### config.mk
export PLATFORM = sky130hd
export DESIGN_NAME = cva6_clic_irq_gate
export DESIGN_NICKNAME = d
export VERILOG_FILES = /design/src/rtl/cva6_clic_irq_gate_pkg.sv /design/src/rtl/cva6_clic_eligibility.sv /design/src/rtl/cva6_clic_irq_gate.sv
export SDC_FILE = /design/constraint.sdc
export NUM_CORES = 1
export LEC_CHECK = 0
export ABC_AREA = 1
export CAP_MARGIN = 10
export CORE_AREA = 2 2 101 112
export CTS_CLUSTER_SIZE = 12
export DETAILED_ROUTE_END_ITERATION = 8
export DIE_AREA = 0 0 103 114
export GPL_ROUTABILITY_DRIVEN = 0
export PLACE_DENSITY = 0.65
export SYNTH_ARGS = -nofsm -noshare
export SYNTH_HDL_FRONTEND = slang
export SYNTH_HIERARCHICAL = 1
export SYNTH_SLANG_ARGS = --single-unit
### constraint.sdc
create_clock -name clk_i -period 4 [get_ports clk_i]
set_input_delay 0.8 -clock clk_i [delete_from_list [all_inputs] [get_ports clk_i]]
set_output_delay 0.8 -clock clk_i [all_outputs]
set_load 0.01 [all_outputs]
### src/rtl/cva6_clic_irq_gate_pkg.sv
// Shared types and constants for the registered CLIC interrupt gate.
// The latched struct carries an shv bit only when CVA6_CLIC_SHV_EN is defined.
package cva6_clic_irq_gate_pkg;

    typedef enum logic {
        IDLE = 1'b0,
        REQ  = 1'b1
    } gate_state_e;

    localparam int unsigned LEVEL_LSB    = 16;
    localparam int unsigned ID_MAX_WIDTH = 16;

    localparam logic [1:0] PRIV_U = 2'b00;
    localparam logic [1:0] PRIV_S = 2'b01;
    localparam logic [1:0] PRIV_M = 2'b11;

    typedef struct packed {
        logic [ID_MAX_WIDTH-1:0] id;
        logic [7:0]              level;
        logic [1:0]              priv;
`ifdef CVA6_CLIC_SHV_EN
        logic                    shv;
`endif
    } clic_irq_t;

    // Collapse target privileges that the hart does not implement onto M.
    function automatic logic [1:0] eff_priv(input int unsigned num_priv_modes,
                                            input logic [1:0]  priv);
        logic [1:0] res;
        res = priv;
        if (num_priv_modes == 1) begin
            res = PRIV_M;
        end else if (num_priv_modes == 2 && priv == PRIV_S) begin
            res = PRIV_M;
        end
        return res;
    endfunction

endpackage

### src/rtl/cva6_clic_eligibility.sv
// Combinational privilege/threshold check for one candidate interrupt.
module cva6_clic_eligibility
    import cva6_clic_irq_gate_pkg::*;
(
    input  logic [1:0] priv_lvl_i,
    input  logic       mie_i,
    input  logic       sie_i,
    input  logic [7:0] mth_i,
    input  logic [7:0] sth_i,
    input  logic [1:0] irq_priv_i,
    input  logic [7:0] irq_level_i,
    output logic       eligible_o
);

    always_comb begin
        eligible_o = 1'b0;
        case (priv_lvl_i)
            PRIV_M:  eligible_o = (irq_priv_i == PRIV_M) && (irq_level_i > mth_i) && mie_i;
            PRIV_S:  eligible_o = (irq_priv_i == PRIV_M) ||
                                  ((irq_priv_i == PRIV_S) && (irq_level_i > sth_i) && sie_i);
            PRIV_U:  eligible_o = 1'b1;
            default: eligible_o = 1'b0;
        endcase
    end

endmodule

### src/rtl/cva6_clic_irq_gate.sv
// Registered CLIC interrupt acceptance stage feeding the CVA6 ID stage.
// Optional selective-hardware-vectoring passthrough: define CVA6_CLIC_SHV_EN.
module cva6_clic_irq_gate
    import cva6_clic_irq_gate_pkg::*;
#(
    parameter  int unsigned NumSrc       = 256,
    parameter  int unsigned NumPrivModes = 3,
    parameter  int unsigned XLEN         = 64,
    localparam int unsigned IdWidth      = (NumSrc > 1) ? $clog2(NumSrc) : 1
) (
    input  logic               clk_i,
    input  logic               rst_ni,
    input  logic [1:0]         priv_lvl_i,
    input  logic               mie_i,
    input  logic               sie_i,
    input  logic [7:0]         mintthresh_i,
    input  logic [7:0]         sintthresh_i,
    input  logic [7:0]         mil_i,
    input  logic [7:0]         sil_i,
    input  logic               clic_irq_valid_i,
    input  logic [IdWidth-1:0] clic_irq_id_i,
    input  logic [7:0]         clic_irq_level_i,
    input  logic [1:0]         clic_irq_priv_i,
`ifdef CVA6_CLIC_SHV_EN
    input  logic               clic_irq_shv_i,
    output logic               irq_shv_o,
`endif
    output logic               clic_irq_ready_o,
    input  logic               clic_kill_req_i,
    output logic               clic_kill_ack_o,
    output logic               irq_req_o,
    output logic [XLEN-1:0]    irq_cause_o,
    input  logic               irq_taken_i
);

    gate_state_e state_q, state_d;
    clic_irq_t   irq_q, irq_d, irq_in;
    logic [7:0]  mth, sth;
    logic        elig_in, elig_q;
    logic        kill_ack;

    assign mth = (mintthresh_i > mil_i) ? mintthresh_i : mil_i;
    assign sth = (sintthresh_i > sil_i) ? sintthresh_i : sil_i;

    always_comb begin
        irq_in       = '0;
        irq_in.id    = ID_MAX_WIDTH'(clic_irq_id_i);
        irq_in.level = clic_irq_level_i;
        irq_in.priv  = eff_priv(NumPrivModes, clic_irq_priv_i);
`ifdef CVA6_CLIC_SHV_EN
        irq_in.shv   = clic_irq_shv_i;
`endif
    end

    cva6_clic_eligibility i_elig_in (
        .priv_lvl_i  (priv_lvl_i),
        .mie_i       (mie_i),
        .sie_i       (sie_i),
        .mth_i       (mth),
        .sth_i       (sth),
        .irq_priv_i  (irq_in.priv),
        .irq_level_i (irq_in.level),
        .eligible_o  (elig_in)
    );

    cva6_clic_eligibility i_elig_q (
        .priv_lvl_i  (priv_lvl_i),
        .mie_i       (mie_i),
        .sie_i       (sie_i),
        .mth_i       (mth),
        .sth_i       (sth),
        .irq_priv_i  (irq_q.priv),
        .irq_level_i (irq_q.level),
        .eligible_o  (elig_q)
    );

    // Taken outranks kill, which outranks withdrawal, which outranks preemption.
    always_comb begin
        state_d          = state_q;
        irq_d            = irq_q;
        clic_irq_ready_o = 1'b0;
        kill_ack         = 1'b0;
        case (state_q)
            IDLE: begin
                if (clic_kill_req_i) begin
                    kill_ack = 1'b1;
                end else if (clic_irq_valid_i && elig_in) begin
                    irq_d   = irq_in;
                    state_d = REQ;
                end
            end
            REQ: begin
                if (irq_taken_i) begin
                    clic_irq_ready_o = 1'b1;
                    state_d          = IDLE;
                end else if (clic_kill_req_i) begin
                    kill_ack = 1'b1;
                    state_d  = IDLE;
                end else if (!elig_q) begin
                    state_d = IDLE;
                end else if (clic_irq_valid_i && (irq_in.level > irq_q.level) && elig_in) begin
                    irq_d = irq_in;
                end
            end
            default: state_d = IDLE;
        endcase
    end

    // Reset also masks the combinational kill acknowledge.
    assign clic_kill_ack_o = kill_ack & rst_ni;
    assign irq_req_o       = (state_q == REQ);

    always_comb begin
        irq_cause_o = '0;
        if (state_q == REQ) begin
            irq_cause_o[XLEN-1]              = 1'b1;
            irq_cause_o[LEVEL_LSB +: 8]      = irq_q.level;
            irq_cause_o[ID_MAX_WIDTH-1:0]    = irq_q.id;
        end
    end

`ifdef CVA6_CLIC_SHV_EN
    assign irq_shv_o = (state_q == REQ) & irq_q.shv;
`endif

    always_ff @(posedge clk_i or negedge rst_ni) begin
        if (!rst_ni) begin
            state_q <= IDLE;
            irq_q   <= '0;
        end else begin
            state_q <= state_d;
            irq_q   <= irq_d;
        end
    end

endmodule

# After elaboration in Yosys (flattened, before gate mapping)
# Index checks and enable logic that the tools add are counted.
word_totals:
  register_bits: 27
op_classes:
  order_cmp: 7
  n_eq_ne: 12
  n_mux: 24
  bitwise_logic: 2
  n_reduce_logical: 15
op_table:
  columns: ["operator", "count"]
  rows:
  - ["$mux 26", 6]
  - ["$gt 8x8->1", 7]
  - ["$pmux 26 s2", 1]
  - ["$mux 24", 1]
  - ["$mux 8", 2]
  - ["$logic_and 1x1->1", 11]
  - ["$mux 1", 10]
  - ["$ne 2x2->1 const B", 4]
  - ["$eq 2x1->1 const B", 3]
  - ["$eq 2x2->1 const B", 3]
  - ["$pmux 1 s3", 2]
  - ["$reduce_and 6->1", 1]
  - ["$ne 2x1->1 const B", 2]
  - ["$pmux 1 s2", 2]
  - ["$logic_not 2->1", 1]
  - ["$logic_or 1x1->1", 2]
  - ["$and 1x1->1", 1]
  - ["$not 1->1", 1]

# Depth between registers and ports, before layout
# Gate-level depths: netlist of run 1.
depth:
  word_depth: 13
  ltp_mapped: 31
  ltp_nobuf: 30

# Modules after synthesis
# Netlist of run 1, hierarchy kept.
modules_own_cells:
  columns: ["module", "n_inst", "cells_each", "area_each_um2"]
  rows:
  - ["cva6_clic_irq_gate", 1, 325, 2158.3]
  - ["cva6_clic_eligibility", 2, 85, 480.5]

# Least setup slack after synthesis of run 1
# OpenSTA, ideal clock, no wires.
synth_timing:
  path_kind: "input to register"
  startpoint: "input mil_i[5]"
  endpoint: "register irq_q[3] (netlist name)"
  setup_time_ns: 0.117
  arrival_time_ns: 3.394
  slack_ns: 0.489
  cell_stages: 26
  n_path_buf: 1
  cell_sequence: "inv_1 > ha_1 > a21oi_1 > nor2_1 > nor2_1 > nand3_2 > nand2_1 > nand2_1 > nand2_1 > inv_1 > ha_1 > nand2_1 > nor2_2 > nand2_1 > nand2_1 > nand2_1 > nand2_1 > nand2_1 > inv_1 > nand2_1 > or2_2 > nand2_4 > nand2_4 > buf_6 > nand2_1 > nand2_1"
synth_between:
  elab_chain_cells: 9
  word_cells_on_any_way: 16
  cone_classes: "3 x order compare; 3 x eq/ne; 3 x mux; 7 x reduce/logical"
synth_rtl:
  columns: ["element", "line_no", "source"]
  rows:
  - ["start, declared", "cva6_clic_irq_gate.sv:18", "input logic [7:0] mil_i,"]
  - ["$gt 8x8->1 (*)", "cva6_clic_irq_gate.sv:42", "assign mth = (mintthresh_i > mil_i) ? mintthresh_i : mil_i;"]
  - ["$mux 8 (*)", "cva6_clic_irq_gate.sv:42", null]
  - ["via mth[7]", "cva6_clic_irq_gate.sv:38", "logic [7:0] mth, sth;"]
  - ["$gt 8x8->1 (*)", "cva6_clic_eligibility.sv:18", "PRIV_M: eligible_o = (irq_priv_i == PRIV_M) && (irq_level_i > mth_i) && mie_i;"]
  - ["$logic_and 1x1->1 (*) (2 in series)", "cva6_clic_eligibility.sv:18", null]
  - ["$pmux 1 s3 (*)", "cva6_clic_eligibility.sv:17", "case (priv_lvl_i)"]
  - ["via elig_in", "cva6_clic_irq_gate.sv:39", "logic elig_in, elig_q;"]
  - ["$logic_and 1x1->1 (on tied branches)", "cva6_clic_irq_gate.sv:87, cva6_clic_irq_gate.sv:101", null]
  - ["$ne 2x2->1 (no source line) / $ne 2x1->1 (equally long branches)", null, null]
  - ["$reduce_and 6->1 (no source line) (*)", null, null]
  - ["end signal, assigned", "cva6_clic_irq_gate.sv:132", "irq_q <= irq_d;"]
  - ["end, declared", "cva6_clic_irq_gate.sv:37", "clic_irq_t irq_q, irq_d, irq_in;"]
# Mark *: on every way through the listed nets, which the timed path passes. The rest lies on a longest branch.
# A chain may end at the register's enable or synchronous reset.

# Worst setup path after layout of run 1
layout_timing:
  startpoint: "input mil_i[3]"
  endpoint: "register irq_q[6] (netlist name)"
# Same word-level chain as after synthesis.

==> impl_metrics.yaml, run 1 <==
grt:
  grt_overflow_total: 0
  grt_pass1_wl_um: 13100
  grt.total_usage_pct: 13.6
  first_global_vias: 3049
  grt_max_degree: 23
  antenna_found_initial: 0
hold_path:
  hold_class: "register to register"
  worstHoldPathCells: 2
power:
  power_density_mw_per_mm2: 292
  p_leak_nw: 2.61
  p_total_mw: 1.29
  peakVddDrop_mv: 0.144
clock_tree:
  cts_buffers: 3
  clk_latency_ns: 0.25
  cts_root_buf: "clkbuf_16"
  h-tree-depth: 1
  cts-hold-fix-buffers: 0
  cts_tree: "built"
  path_clk_slew_ns: 0.05
  clockBufferDepth: 2
  cts_sinks: 19
sta:
  clock_skew_ns: 0.000907
  post-route-period-util_pct: 95.1
  tightest_slew_ns: 0.774
  hold_viol_final: 0
  relSlewSlack_pct: 48.4
  clock.fmax_mhz: 263
  fin_crit_ns: 3.80
  setup_violations: 0
  slew_viol_final: 0
placement:
  post-dp-hpwl_um: 6850
  dpl-instance-area_sq_mm: 0.00409
  portBuffers: 78
  dp_cells: 742
drt:
  drt-initial-drc-count: 131
  drtPass1Iterations: 4
  routed_wl_um: 8430
  route.vias.total: 3156
  avgRoutedWirePerCell_um: 11.3
  ant_nets: 0
  drc: 0
  viasPerCell: 4.21
cells_and_area:
  layout.area.seq_sq_um: 475
  fillCellCount: 1099
  n_antenna_cell: 0
  fin_area_sq_mm: 0.00442
  fin_cells: 749
  syn_to_final_growth_pct: 41.8
  drive_above_1_share_pct: 13.1
  layout.nets: 718
  multi_input_area_sq_mm: 0.00224
setup_path:
  crit_type: "input pin to register"
  endpoint_kind: "register"
  cp-start-kind: "input pin"
  crit_fanout: 8
  r2r_cells: 17
  cp_data_arrival_time_ns: 3.94
  worstPathRequired_ns: 4.13
floorplanning:
  fp-row-count: 40
  fp.dieW_um: 103
  dieArea_sq_mm: 0.0117
  io_pins: 126
  start_util_pct: 29.1
  core_sq_mm: 0.0107
  die_y_um: 114
logic_synthesis:
  synth_warnings: 6
  synth.avg_cell_area_sq_um: 6.30
  synth_top_cell_area_share_pct: 22.5
  yosysSeqAreaShare_pct: 15.2
  yosysTopAreaCell: "ha_1"
  synthTopCellsByArea: "ha_1 22%, nand2_1 20%, dfrtp_1 15%"
  synthArstFlopShare_pct: 100
  synth_common_cells: "164 x nand2_1, 96 x inv_1, 56 x ha_1"
  synth_flop_cell: "dfrtp_1"
  synth.most_common_cell: "nand2_1"
  synth_edf_count: 0
  synth_seq_cells: 19
  synthCells: 495
  synth_cell_types: 21
  synth_area_sq_mm: 0.00312
run_status:
  outcome: "finished clean"
job:
  cap_violations: 0
==> worst max-delay path, cell delays in order <==
cell             delay [ns]
clkdlybuf4s50_1        0.50
inv_1                  0.08
ha_4                   0.27
nand2_1                0.06
o21ai_1                0.14
nand2_1                0.09
nand3_2                0.13
buf_12                 0.13
nand3_1                0.06
nand2_1                0.11
inv_1                  0.05
ha_1                   0.31
a21o_1                 0.19
nor2_1                 0.14
nand2_1                0.07
nand2_1                0.06
nand2_1                0.04
nand2_1                0.05
inv_1                  0.03
nand2_1                0.09
a21oi_2                0.05
nand2_2                0.11
nand2_8                0.09
buf_4                  0.16
nand3_1                0.06
nand2_1                0.06
==> power by group <==
group / switching (mW) / total (mW) / internal [mW] / leakage (nW)
sequential: 0.0755 / 0.335 / 0.259 / 0.238
combinational: 0.412 / 0.757 / 0.345 / 2.33
clock: 0.0664 / 0.202 / 0.135 / 0.0382
==> final timing paths <==
| path | end | slack (ns) | from |
|---|---|---|---|
| worst min register to register | irq_q[10]$_DFFE_PN0P_ | 0.47 | irq_q[10]$_DFFE_PN0P_ |
| min in group asynchronous | irq_q[17]$_DFFE_PN0P_ | 0.90 | rst_ni |
| max in group asynchronous | irq_q[9]$_DFFE_PN0P_ | 2.89 | rst_ni |
| worst min-delay path | irq_q[10]$_DFFE_PN0P_ | 0.47 | irq_q[10]$_DFFE_PN0P_ |
| worst max-delay path | irq_q[6]$_DFFE_PN0P_ | 0.20 | mil_i[3] |
| worst max register to register | irq_q[0]$_DFFE_PN0P_ | 1.92 | irq_q[5]$_DFFE_PN0P_ |
==> sequential cells by signal, indices dropped and copies added (netlist names) <==
signal,flops
irq_req_o,1
irq_q,18
==> per-layer routing <==
layer / track usage [%] / part of all wire (%)
met3: 1.96 / 3.6
met4: 1.14 / 0.20
met2: 26.5 / 56
met1: 15.9 / 41
met5: 0 / 0
==> kinds of logic (layout without fill, tap and decap cells) <==
family          Yosys count  in the layout  synth area share (%)
compound gates           29             29                  5.42
fa+ha+maj                56             56                  22.5
buf+inv                 149            209                  24.3
flops                    19             19                  15.2
other cells               1             47                 0.120
simple gates            241            242                  32.4
==> cells in the final DEF, fill, tap and decap left out, drive strengths merged <==
cell type        n
a21o             5
dfrtp           19
inv             96
or2              1
clkbuf           4
dlymetal6s2s     6
o21ai            2
clkdlybuf4s50   72
ha              56
conb            47
buf             31
a21oi           22
nand2          168
nand3           40
nor2            32
nand4            1
==> per-stage QoR <==
step | hold WS, ns | setup WS (ns) | setup TNS, ns | util [%]
2_1_floorplan | 0.442 | 0.489 | 0 | -
3_3_place_gp | 0.459 | -0.119 | -2.08 | 38.2
3_5_place_dp | 0.458 | -0.245 | -4.23 | 38.2
4_1_cts | 0.473 | 0.00175 | 0 | 38.9
5_1_grt | 0.501 | -0.0386 | -0.404 | 41.3
6_report | 0.474 | 0.197 | 0 | 41.3
==> cell type report <==
| class | count | share of cell area [%] |
|---|---|---|
| Clock buffer | 4 | 1.78 |
| Tap cell | 147 | 4.16 |
| Multi-Input combinational cell | 374 | 50.7 |
| Inverter | 96 | 8.15 |
| Sequential cell | 19 | 10.7 |
| Timing Repair Buffer | 109 | 24.5 |
==> timing repair <==
action,in CTS,in global routing
setup endpoints to repair,0,19
hold endpoints to repair,0,0
buffers inserted,0,2
gates resized for setup,0,51
(Power assumes the default switching activity.)
==> run 2, diff against run 1 <==
ABC_CLOCK_PERIOD_IN_PS = 4200   (was not set)
clock period = 4.2 ns   (was 4 ns; I/O delays follow)
==> run 2 against run 1 <==
  * Critical path depth is the same
  * Wire length decreased by 6.7%
  * Core utilization is 3.1 points lower
  * Largest cell class unchanged
  * Largest power group unchanged
==> impl_metrics.yaml, run 2 (same netlist as run 1, synthesis figures left out) <==
setup_path:
  r2r_slack_ns: 2.11
  cp-start-kind: "input pin"
  crit_fanout: 8
  worstSetupEndpoint: "irq_q[5]$_DFFE_PN0P_"
  crit_type: "input pin to register"
  endpoint_kind: "register"
  cp_data_arrival_time_ns: 4.10
  crit_start: "sil_i[7]"
  r2r_end: "irq_q[3]$_DFFE_PN0P_"
  worstPathRequired_ns: 4.39
  reg2reg_from: "irq_q[9]$_DFFE_PN0P_"
  r2r_cells: 15
clock_tree:
  h-tree-depth: 1
  cts-hold-fix-buffers: 0
  path_clk_slew_ns: 0.05
  cts_tree: "built"
  cts_sinks: 19
  cts_buffers: 3
  cts_root_buf: "clkbuf_16"
  clockBufferDepth: 2
  clk_latency_ns: 0.25
placement:
  post-dp-hpwl_um: 6850
  portBuffers: 78
  dpl-instance-area_sq_mm: 0.00394
sta:
  slew_viol_final: 0
  clock.fmax_mhz: 256
  tns_ns: 0
  clock_skew_ns: 0.00409
  hold_viol_final: 0
  fin_crit_ns: 3.91
  setup_violations: 0
  tightest_slew_ns: 0.743
  relSlewSlack_pct: 50.5
  post-route-period-util_pct: 93.1
drt:
  viasPerCell: 4.21
  drtPass1Iterations: 4
  routed_wl_um: 7870
  drc: 0
  avgRoutedWirePerCell_um: 10.8
  route.vias.total: 3071
  drt-initial-drc-count: 133
  ant_nets: 0
floorplanning:
  core_sq_mm: 0.0107
  io_pins: 126
  dieArea_sq_mm: 0.0117
  fp-row-count: 40
  fp.dieW_um: 103
  die_y_um: 114
  start_util_pct: 29.1
hold_path:
  hold_class: "register to register"
grt:
  grtUsageMet2_pct: 26.8
  grt_pass1_wl_um: 12900
  top_usage_layer: "met2"
  use_met1_pct: 15.7
  antenna_found_initial: 0
  grt.total_usage_pct: 13.6
  first_global_vias: 2931
  use_met3_pct: 1.84
  grt_max_degree: 23
  grt_overflow_total: 0
cells_and_area:
  layout.nets: 699
  syn_to_final_growth_pct: 31.2
  n_antenna_cell: 0
  final_common_cell: "nand2_1"
  drive_above_1_share_pct: 5.66
  top_register: "irq_q"
  largest_reg_flops: 18
  most-common-layout-cells: "162 x nand2_1, 96 x inv_1, 78 x clkdlybuf4s50_1, 56 x ha_1, 47 x conb_1"
  fin_area_sq_mm: 0.00409
power:
  peakVddDrop_mv: 0.178
  power_density_mw_per_mm2: 284
  p_leak_nw: 2.45
job:
  cap_violations: 0
run_status:
  outcome: "finished clean"
[run 2: cell count changes in the layout (fill, tap and decap cells not counted), sizes merged]
cell           before  now
buf                31   13
clkdlybuf4s50      72   78
dlymetal6s2s        6    0
nand2             168  167
[run 2: how the worst min path moves through the flow]
stage,cells past startpoint,endpoint,start,slack (ns)
after detailed placement,2,irq_q[15]$_DFFE_PN0P_,irq_q[15]$_DFFE_PN0P_,0.46
after global placement,2,irq_q[16]$_DFFE_PN0P_,irq_q[16]$_DFFE_PN0P_,0.46
after floorplan,2,irq_q[1]$_DFFE_PN0P_,irq_q[1]$_DFFE_PN0P_,0.44
after global routing,2,irq_q[13]$_DFFE_PN0P_,irq_q[13]$_DFFE_PN0P_,0.49
final,2,irq_q[15]$_DFFE_PN0P_,irq_q[15]$_DFFE_PN0P_,0.47
after CTS,2,irq_q[15]$_DFFE_PN0P_,irq_q[15]$_DFFE_PN0P_,0.47
[run 2: final cells by class]
cell class,instances,area [sq um]
fill,1135,6620
sequential,19,475
clock buffer,4,78.8
tap,147,184
multi-input combinational,373,2080
timing repair buffer,91,911
inverter,96,360
[run 2: worst max-delay path, cell delays in order]
cell and delay [ns]:
clkdlybuf4s50_1 0.49, inv_1 0.05, ha_1 0.29, nand2_1 0.08, nor2_2 0.15, nand2_1 0.09
nand3_2 0.11, buf_6 0.14, nand3_1 0.06, nand2_1 0.13, inv_1 0.06, ha_1 0.29
nand2_1 0.08, nor2_2 0.13, nand2_1 0.06, nand2_1 0.05, nand2_1 0.05, nand2_1 0.05
nand2_1 0.05, inv_1 0.05, nand2_1 0.05, or2_2 0.31, nand2_4 0.13, buf_4 0.16
nand3_1 0.07, nand2_1 0.07
[run 2: power breakdown]
part	total [mW]	switching, mW	internal [mW]
logic	0.651	0.363	0.288
registers	0.316	0.0692	0.247
clock network	0.193	0.0637	0.129
[run 2: timing repair]
action | CTS | global route
endpoints found under the setup margin | 0 | 18
setup buffers | 0 | 4
resized for setup | 0 | 9
[run 2: metal layers]
metal  part of all wire [%]  wire length, um
met1                     40             3170
met3                    4.4              348
met2                     54             4290
met5                      0                0
met4                   0.83               65
[run 2: per-stage QoR]
stage / utilization [%] / instances / hold WS (ns) / total power, mW / setup slack, ns
floorplan: - / 541 / 0.442 / 0.770 / 0.649
CTS: 37.5 / 726 / 0.471 / 1.16 / 0.152
global route: 38.2 / 730 / 0.494 / 1.30 / -0.00207
finish: 38.2 / 730 / 0.474 / 1.16 / 0.288
global placement: 36.8 / 722 / 0.458 / 0.922 / -0.0438
detailed placement: 36.8 / 722 / 0.459 / 0.961 / -0.0917
